===== src/rtl/venus_soc_pkg.sv =====
// Shared SoC AXI4 channel types plus the mem2axi master state encoding.
// Field widths match the SoC crossbar: 16-bit address, 32-bit data, 8-bit ID.
package venus_soc_pkg;

  localparam int unsigned AXI_ADDR_WIDTH = 16;
  localparam int unsigned AXI_DATA_WIDTH = 32;
  localparam int unsigned AXI_STRB_WIDTH = AXI_DATA_WIDTH / 8;
  localparam int unsigned AXI_ID_WIDTH   = 8;

  localparam logic [1:0] AXI_BURST_INCR  = 2'b01;
  localparam logic [1:0] AXI_RESP_OKAY   = 2'b00;
  localparam logic [1:0] AXI_RESP_SLVERR = 2'b10;

  typedef struct packed {
    logic [AXI_ID_WIDTH-1:0]   id;
    logic [AXI_ADDR_WIDTH-1:0] addr;
    logic [7:0]                len;
    logic [2:0]                size;
    logic [1:0]                burst;
    logic                      lock;
    logic [3:0]                cache;
    logic [2:0]                prot;
  } axi_ax_t;

  typedef struct packed {
    logic [AXI_DATA_WIDTH-1:0] data;
    logic [AXI_STRB_WIDTH-1:0] strb;
    logic                      last;
  } axi_w_t;

  typedef struct packed {
    logic [AXI_ID_WIDTH-1:0] id;
    logic [1:0]              resp;
  } axi_b_t;

  typedef struct packed {
    logic [AXI_ID_WIDTH-1:0]   id;
    logic [AXI_DATA_WIDTH-1:0] data;
    logic [1:0]                resp;
    logic                      last;
  } axi_r_t;

  typedef struct packed {
    logic    aw_valid;
    axi_ax_t aw;
    logic    w_valid;
    axi_w_t  w;
    logic    b_ready;
    logic    ar_valid;
    axi_ax_t ar;
    logic    r_ready;
  } axi_req_t;

  typedef struct packed {
    logic   aw_ready;
    logic   w_ready;
    logic   b_valid;
    axi_b_t b;
    logic   ar_ready;
    logic   r_valid;
    axi_r_t r;
  } axi_resp_t;

  typedef enum logic [2:0] {
    StIdle,
    StWaddr,
    StWdata,
    StWresp,
    StRaddr,
    StRdata,
    StDone
  } mem2axi_state_e;

endpackage


===== src/rtl/mem2axi_master_if.sv =====
// Command/stream to single-ID AXI4 INCR burst master, one transaction in flight.
// Optional MEM2AXI_BOUNDARY_CHK_EN rejects bursts crossing a 4 KB boundary.
module mem2axi_master_if
  import venus_soc_pkg::*;
#(
  parameter int unsigned DATA_WIDTH = 32,
  parameter int unsigned ADDR_WIDTH = 16,
  parameter int unsigned STRB_WIDTH = DATA_WIDTH / 8,
  parameter int unsigned ID_WIDTH   = 8,
  parameter int unsigned AXI_ID     = 0
) (
  input  logic                  aclk,
  input  logic                  aresetn,
  input  logic                  cmd_valid,
  output logic                  cmd_ready,
  input  logic                  cmd_write,
  input  logic [ADDR_WIDTH-1:0] cmd_addr,
  input  logic [7:0]            cmd_len,
  input  logic                  wr_valid,
  output logic                  wr_ready,
  input  logic [DATA_WIDTH-1:0] wr_data,
  input  logic [STRB_WIDTH-1:0] wr_strb,
  output logic                  rd_valid,
  input  logic                  rd_ready,
  output logic [DATA_WIDTH-1:0] rd_data,
  output logic                  rd_last,
  output logic                  done_valid,
  input  logic                  done_ready,
  output logic                  done_err,
  output axi_req_t              axi_req_o,
  input  axi_resp_t             axi_resp_i
);

  localparam logic [2:0]          AxSize = 3'($clog2(STRB_WIDTH));
  localparam logic [ID_WIDTH-1:0] AxId   = ID_WIDTH'(AXI_ID);

  mem2axi_state_e        r_state, w_state_next;
  logic [ADDR_WIDTH-1:0] r_addr, w_addr_next;
  logic [7:0]            r_len, w_len_next;
  logic [7:0]            r_cnt, w_cnt_next;
  logic                  r_err, w_err_next;
  logic                  w_last_beat;
  logic                  w_unused;

`ifdef MEM2AXI_BOUNDARY_CHK_EN
  function automatic logic crosses_4k(input logic [ADDR_WIDTH-1:0] addr,
                                      input logic [7:0]            len);
    logic [31:0] first;
    logic [31:0] last;
    first = 32'(addr);
    last  = first + ((32'(len) + 32'd1) << $clog2(STRB_WIDTH)) - 32'd1;
    return (first >> 12) != (last >> 12);
  endfunction
`endif

  // Response IDs are ignored: only one ID is ever outstanding.
  assign w_unused    = ^{axi_resp_i.b.id, axi_resp_i.r.id};
  assign w_last_beat = (r_cnt == r_len);

  always_ff @(posedge aclk or negedge aresetn) begin
    if (!aresetn) begin
      r_state <= StIdle;
      r_addr  <= '0;
      r_len   <= '0;
      r_cnt   <= '0;
      r_err   <= 1'b0;
    end else begin
      r_state <= w_state_next;
      r_addr  <= w_addr_next;
      r_len   <= w_len_next;
      r_cnt   <= w_cnt_next;
      r_err   <= w_err_next;
    end
  end

  always_comb begin
    w_state_next = r_state;
    w_addr_next  = r_addr;
    w_len_next   = r_len;
    w_cnt_next   = r_cnt;
    w_err_next   = r_err;
    cmd_ready    = 1'b0;
    wr_ready     = 1'b0;
    rd_valid     = 1'b0;
    rd_data      = '0;
    rd_last      = 1'b0;
    done_valid   = 1'b0;
    done_err     = 1'b0;
    axi_req_o    = '0;

    unique case (r_state)
      StIdle: begin
        cmd_ready = 1'b1;
        if (cmd_valid) begin
          w_addr_next  = cmd_addr;
          w_len_next   = cmd_len;
          w_cnt_next   = '0;
          w_err_next   = 1'b0;
          w_state_next = cmd_write ? StWaddr : StRaddr;
`ifdef MEM2AXI_BOUNDARY_CHK_EN
          if (crosses_4k(cmd_addr, cmd_len)) begin
            w_err_next   = 1'b1;
            w_state_next = StDone;
          end
`endif
        end
      end

      StWaddr: begin
        axi_req_o.aw_valid = 1'b1;
        axi_req_o.aw.id    = AxId;
        axi_req_o.aw.addr  = r_addr;
        axi_req_o.aw.len   = r_len;
        axi_req_o.aw.size  = AxSize;
        axi_req_o.aw.burst = AXI_BURST_INCR;
        if (axi_resp_i.aw_ready) w_state_next = StWdata;
      end

      StWdata: begin
        axi_req_o.w_valid = wr_valid;
        axi_req_o.w.data  = wr_data;
        axi_req_o.w.strb  = wr_strb;
        axi_req_o.w.last  = w_last_beat;
        wr_ready          = axi_resp_i.w_ready;
        if (wr_valid && axi_resp_i.w_ready) begin
          w_cnt_next = r_cnt + 8'd1;
          if (w_last_beat) w_state_next = StWresp;
        end
      end

      StWresp: begin
        axi_req_o.b_ready = 1'b1;
        if (axi_resp_i.b_valid) begin
          w_err_next   = r_err | (axi_resp_i.b.resp != AXI_RESP_OKAY);
          w_state_next = StDone;
        end
      end

      StRaddr: begin
        axi_req_o.ar_valid = 1'b1;
        axi_req_o.ar.id    = AxId;
        axi_req_o.ar.addr  = r_addr;
        axi_req_o.ar.len   = r_len;
        axi_req_o.ar.size  = AxSize;
        axi_req_o.ar.burst = AXI_BURST_INCR;
        if (axi_resp_i.ar_ready) w_state_next = StRdata;
      end

      StRdata: begin
        rd_valid          = axi_resp_i.r_valid;
        rd_data           = axi_resp_i.r.data;
        rd_last           = w_last_beat;
        axi_req_o.r_ready = rd_ready;
        if (axi_resp_i.r_valid && rd_ready) begin
          // A slave rlast out of step with our own count flags a protocol error.
          w_err_next = r_err | (axi_resp_i.r.resp != AXI_RESP_OKAY)
                     | (axi_resp_i.r.last != w_last_beat);
          w_cnt_next = r_cnt + 8'd1;
          if (w_last_beat) w_state_next = StDone;
        end
      end

      StDone: begin
        done_valid = 1'b1;
        done_err   = r_err;
        if (done_ready) w_state_next = StIdle;
      end

      default: w_state_next = StIdle;
    endcase
  end

endmodule


===== config.mk =====
export PLATFORM = sky130hd
export DESIGN_NAME = mem2axi_master_if
export DESIGN_NICKNAME = d
export VERILOG_FILES = /design/src/rtl/venus_soc_pkg.sv /design/src/rtl/mem2axi_master_if.sv
export SDC_FILE = /design/constraint.sdc
export NUM_CORES = 1
export LEC_CHECK = 0
export BUFFER_PORTS_ARGS = -buffer_cell sky130_fd_sc_hd__buf_2
export CAP_MARGIN = 10
export CORE_AREA = 2 2 114 116
export CTS_CLUSTER_DIAMETER = 40
export DETAILED_ROUTE_END_ITERATION = 8
export DIE_AREA = 0 0 116 118
export HOLD_SLACK_MARGIN = 0.05
export PLACE_DENSITY_LB_ADDON = 0.08
export SLEW_MARGIN = 25
export SYNTH_ARGS = -nofsm -noshare
export SYNTH_HDL_FRONTEND = slang
export SYNTH_SLANG_ARGS = --single-unit

===== constraint.sdc =====
create_clock -name aclk -period 1.84 [get_ports aclk]
set_clock_uncertainty 0.15 [all_clocks]
set_input_delay 0.276 -clock aclk [delete_from_list [all_inputs] [get_ports aclk]]
set_output_delay 0.276 -clock aclk [all_outputs]
set_load 0.1 [all_outputs]

# == Word-level counts from Yosys, hierarchy flattened ==
# Index checks and enable logic that the tools add are counted.
# op_classes
addsub,1
bitwise,3
n_reduce_logical,11
n_mux,31
n_mul,0
n_lt_le_gt_ge,0
div_mod_pow,0
n_eq_ne,17
n_shift,0
# ops
cell,count
38-bit two-way mux,3
32-bit two-way mux,1
3-bit two-way mux,10
8-bit two-way mux,3
8-bit case mux with 3 select lines,1
3-bit case mux with 7 select lines,1
"2-bit != test, second input constant",9
1-bit two-way mux,11
"3-bit equality test, second input constant",3
9-bit AND reduction,1
"8-bit by 1-bit adder with 8-bit output, second input constant",1
8-bit equality test,1
4-bit AND reduction,2
"3-bit by 2-bit equality test with 1-bit output, second input constant",2
3-bit nonzero test,2
2-bit nonzero test,2
"3-bit by 1-bit equality test with 1-bit output, second input constant",1
3-bit zero test,1
1-bit bitwise OR,3
1-bit case mux with 3 select lines,1
1-bit logical AND,2
2-bit AND reduction,1
1-bit != test,1
# word_totals
mem_bits_rw,0
memories,0
latch_bits,0
reg_bits,36
romBits,0
input_bits,125
elab_cells,68

# == Logic depth before layout (Yosys ltp) ==
# depth
depth_word,5
depth_mapped,7
depth_no_buf,6

# == Worst setup path after synthesis ==
# Ideal clock, no wire load.
# synth_timing
kind,reg-to-output
start,register r_cnt[3]
end,output port rd_last
stages_incl_launch_ff,5
t_arrival_ns,2.874
n_path_buf,1
setup_slack_ns,-1.460
t_required_ns,1.414
path_cell_list,dfrtp_1 -> clkbuf_1 -> xnor2_1 -> nand4_1 -> nor3_1
# synth_via
elab_chain_cells,2
# synth_rtl
item,line_no,rtl
from (decl),mem2axi_master_if.sv:40,"logic [7:0] r_cnt, w_cnt_next;"
from (signal assigned),mem2axi_master_if.sv:71,r_cnt <= w_cnt_next;
8-bit equality test,mem2axi_master_if.sv:58,assign w_last_beat = (r_cnt == r_len);
1-bit two-way mux,mem2axi_master_if.sv:91,unique case (r_state)
to (decl),mem2axi_master_if.sv:26,"output logic rd_last,"
# No other way between the ends.

==> run metrics <==
Max Clock Freq=472 MHz; nets=776; largest stage delay on the critical path=470 ps; GRT Residual Overflow=0; unrepaired setup endpoints after global routing=yes; Required @ worst endpoint=1410 ps; initial antenna violation count=1; worst r2r src=r_state[0]$_DFFE_PN0P_; P_int=0.00769 W; Slew Limit Fails=0; Worst Reg2Reg Path Length in Cells=7; Synth Flop Type=dfrtp_1; Initial DRT Pass Iterations=4; P&R area growth vs syn=165%; CTS sink cnt=36; final wirelength=14100 um; Via Count=~3500; share of flip-flops with an asynchronous set or reset=100%; worst setup margin=-281 ps; drt via density=roughly 4.3; first-pass GRT wire length=20200 um; Mapped Area=3010 um^2; WP data arrival=1690 ps; root buf cell=clkbuf_16; register area=between 900 and 1000 um^2; Seq pwr share=9.2%; Syn Area/Cell=8.79 um^2; pre-CTS WS=-91.0 ps; P_leak=around 3.7 nW; CP Max Fanout=6; crit-path most repeated cell=buf_12; Placeable Area=12400 um^2; die width=116 um; failing checks=setup timing; CP Capture Type=output pin; DR WL met3=~1200 um; Hold Path Class=in -> reg; Max-Cap Viols=0; Starting Density=24.3%; Worst-path clk slew=50 ps; Die Y=about 120 um; Post-synth EDFFs=0; total power=0.0165 W; Min-Delay Endpoint=r_addr[15]$_DFFE_PN0P_; GRT Total Usage=approximately a fifth; yosys warns=0; crit path launch type=flip-flop; routed length on met2=around 7800 um; FF+latch count, synth=36; Peak VDD IR=approximately 1.4 mV; Clk network pwr share=4.7%; Filler cells=990; share of layout cells above drive strength 1=80.1%; Seq/Total Area, Yosys=29.9%; mean routed wirelength per cell=17.1 um; GP Congestion=0.815; Net Switching=0.00884 W; Iteration-0 DRC Markers=106; hold depth=2; DP Wirelength=10200 um; min Tclk post-route=between 2000 and 2500 ps; CTS Buffer Depth=2; Cell variety after synth=47; Critical-path top delay cell=dfrtp_2; I/O pin cnt=295; top layer in use=met4; vias in the first global route=3545; worst setup path class=reg -> out; insertion delay to the later sink of the worst-skew pair=280 ps; combinational share of power=86.0%; DRC viols=0; largest net degree at the start of global routing=39; hold path startpoint=cmd_addr[15]; Power Density=2070 nW/um^2; run status=finished with violations; post-route ant nets=0; cells along the critical path=buf_12 -> nor2_4 -> buf_12 -> clkbuf_16 -> and3_4 -> buf_12; Switching Share=53.5%; CTS buffer count=5; r2r endpoint=r_state[0]$_DFFE_PN0P_; CTS tree=built; # rows=between 40 and 50; Hold Vio Cnt, Final=0; M1 WL=4940 um; post-synthesis cell count=343; R2R setup slack=-170 ps; H-tree level count=2; Port Buffer Count=240; # setup viols final=roughly 170; period utilisation layout=115%; Die Area=approximately 14000 um^2; footprint of the multi-input gates=2450 um^2
## stage by stage
stage               cell area [um^2]  utilization (%)  setup TNS [ps]  std cells  hold WS [ps]
finish                          8000             64.4          -31330        821          75.0
global route                    8000             64.4          -40780        821          74.4
CTS                             7570             61.0          -30730        801          58.7
detailed placement              6840             55.1           -4750        764          44.0
global placement                6840             55.1           -2650        764          39.5
floorplan                       3580                -           -2190        380          -170
## routing by layer
metal	vias to the layer above	global-route usage [%]
li1	1678	-
met1	1682	20.6
met5	-	0
met4	0	3.65
met2	146	35.5
met3	9	6.39
## area by class of cell
class	count	area share, %
inverters	3	0.172
diodes	1	0.0313
multi-input cells	276	30.6
clock buffers	5	1.56
repair buffers	328	53.6
well taps	172	2.69
flip-flops and latches	36	11.3
## synthesized netlist by cell type (4+ instances only)
cell	number	area, um^2
dfrtp_1	36	901
o21ai_0	9	45.0
clkbuf_1	14	52.6
buf_4	44	330
mux2_1	8	90.1
buf_6	4	45.0
nand3_1	5	25.0
nor2_1	11	41.3
nand2_1	7	26.3
nand4_1	4	25.0
xnor2_1	8	70.1
mux2_2	16	180
and2_1	98	613
o31ai_1	4	30.0
and3_1	29	181
## cell families (layout without fill, tap and decap cells)
logic type / Yosys count / in the layout / synth area share (%)
AND/OR/NAND/NOR: 173 / 173 / 35.2
buffers and inverters: 68 / 336 / 15.1
flip-flops: 36 / 36 / 29.9
AO/OA/AOI/OAI: 29 / 29 / 7.10
multiplexers: 25 / 25 / 9.30
XOR/XNOR: 10 / 10 / 2.91
adder cells (fa/ha/maj): 1 / 1 / 0.415
other: 1 / 39 / 0.124
## critical path, delay by kind of cell (launching register included)
kind | cells | cell delay (ps)
buf+inv | 4 | 610
simple gates | 2 | 330
flops | 1 | 470
## what timing repair did
action / CTS / global route
gates resized for setup: 64 / 52
hold buffers: 1 / 0
pin swaps: 40 / 46
buffers inserted: 23 / 16
cloned: 8 / 6
endpoints found under the hold margin: 12 / 0
endpoints found under the setup margin: 162 / 168
## registers in the layout, indices dropped and copies added (netlist names)
register	count
r_addr	16
r_state	3
r_len	8
r_cnt	8
r_err	1
## cell usage in the layout (no fill, tap or decap), types with 3 or more instances in the layout
master | Yosys | routed
buf_4 | 44 | 41
nand3_1 | 5 | 5
and3_4 | 0 | 26
buf_6 | 4 | 24
nand4_1 | 4 | 4
buf_16 | 0 | 7
mux2_4 | 0 | 24
nand2_1 | 7 | 6
dfrtp_1 | 36 | 32
and2_2 | 0 | 4
and2_4 | 0 | 93
dfrtp_2 | 0 | 4
nor2_4 | 0 | 4
nor2_1 | 11 | 7
o31ai_4 | 0 | 3
xnor2_1 | 8 | 6
buf_12 | 0 | 141
conb_1 | 1 | 38
o21ai_2 | 0 | 8
buf_2 | 3 | 108
clkbuf_16 | 0 | 10
## power groups by stage
| stage | Clock (W) | Sequential, W | Combinational (W) |
|---|---|---|---|
| 6_report | 0.000783 | 0.00153 | 0.0142 |
| 5_1_grt | 0.000831 | 0.00159 | 0.0147 |
| 4_1_cts | 0.000805 | 0.00152 | 0.0134 |
| 3_5_place_dp | 0 | 0.00151 | 0.0122 |
| 3_3_place_gp | 0 | 0.00149 | 0.0122 |
| 2_1_floorplan | 0 | 0.00141 | 0.00822 |
## worst max-delay path by stage
stage               depth (start not counted)              endpoint                   start
floorplan                                   5         axi_req_o[12]  r_state[1]$_DFFE_PN0P_
global placement                            4        axi_req_o[100]  r_state[0]$_DFFE_PN0P_
detailed placement                          5  r_len[1]$_DFFE_PN0P_  r_state[0]$_DFFE_PN0P_
CTS                                         5           rd_data[30]  r_state[0]$_DFFE_PN0P_
global route                                6         axi_req_o[30]  r_state[0]$_DFFE_PN0P_
finish                                      6         axi_req_o[30]  r_state[0]$_DFFE_PN0P_
No activity file was read; power rests on OpenSTA's default activity.
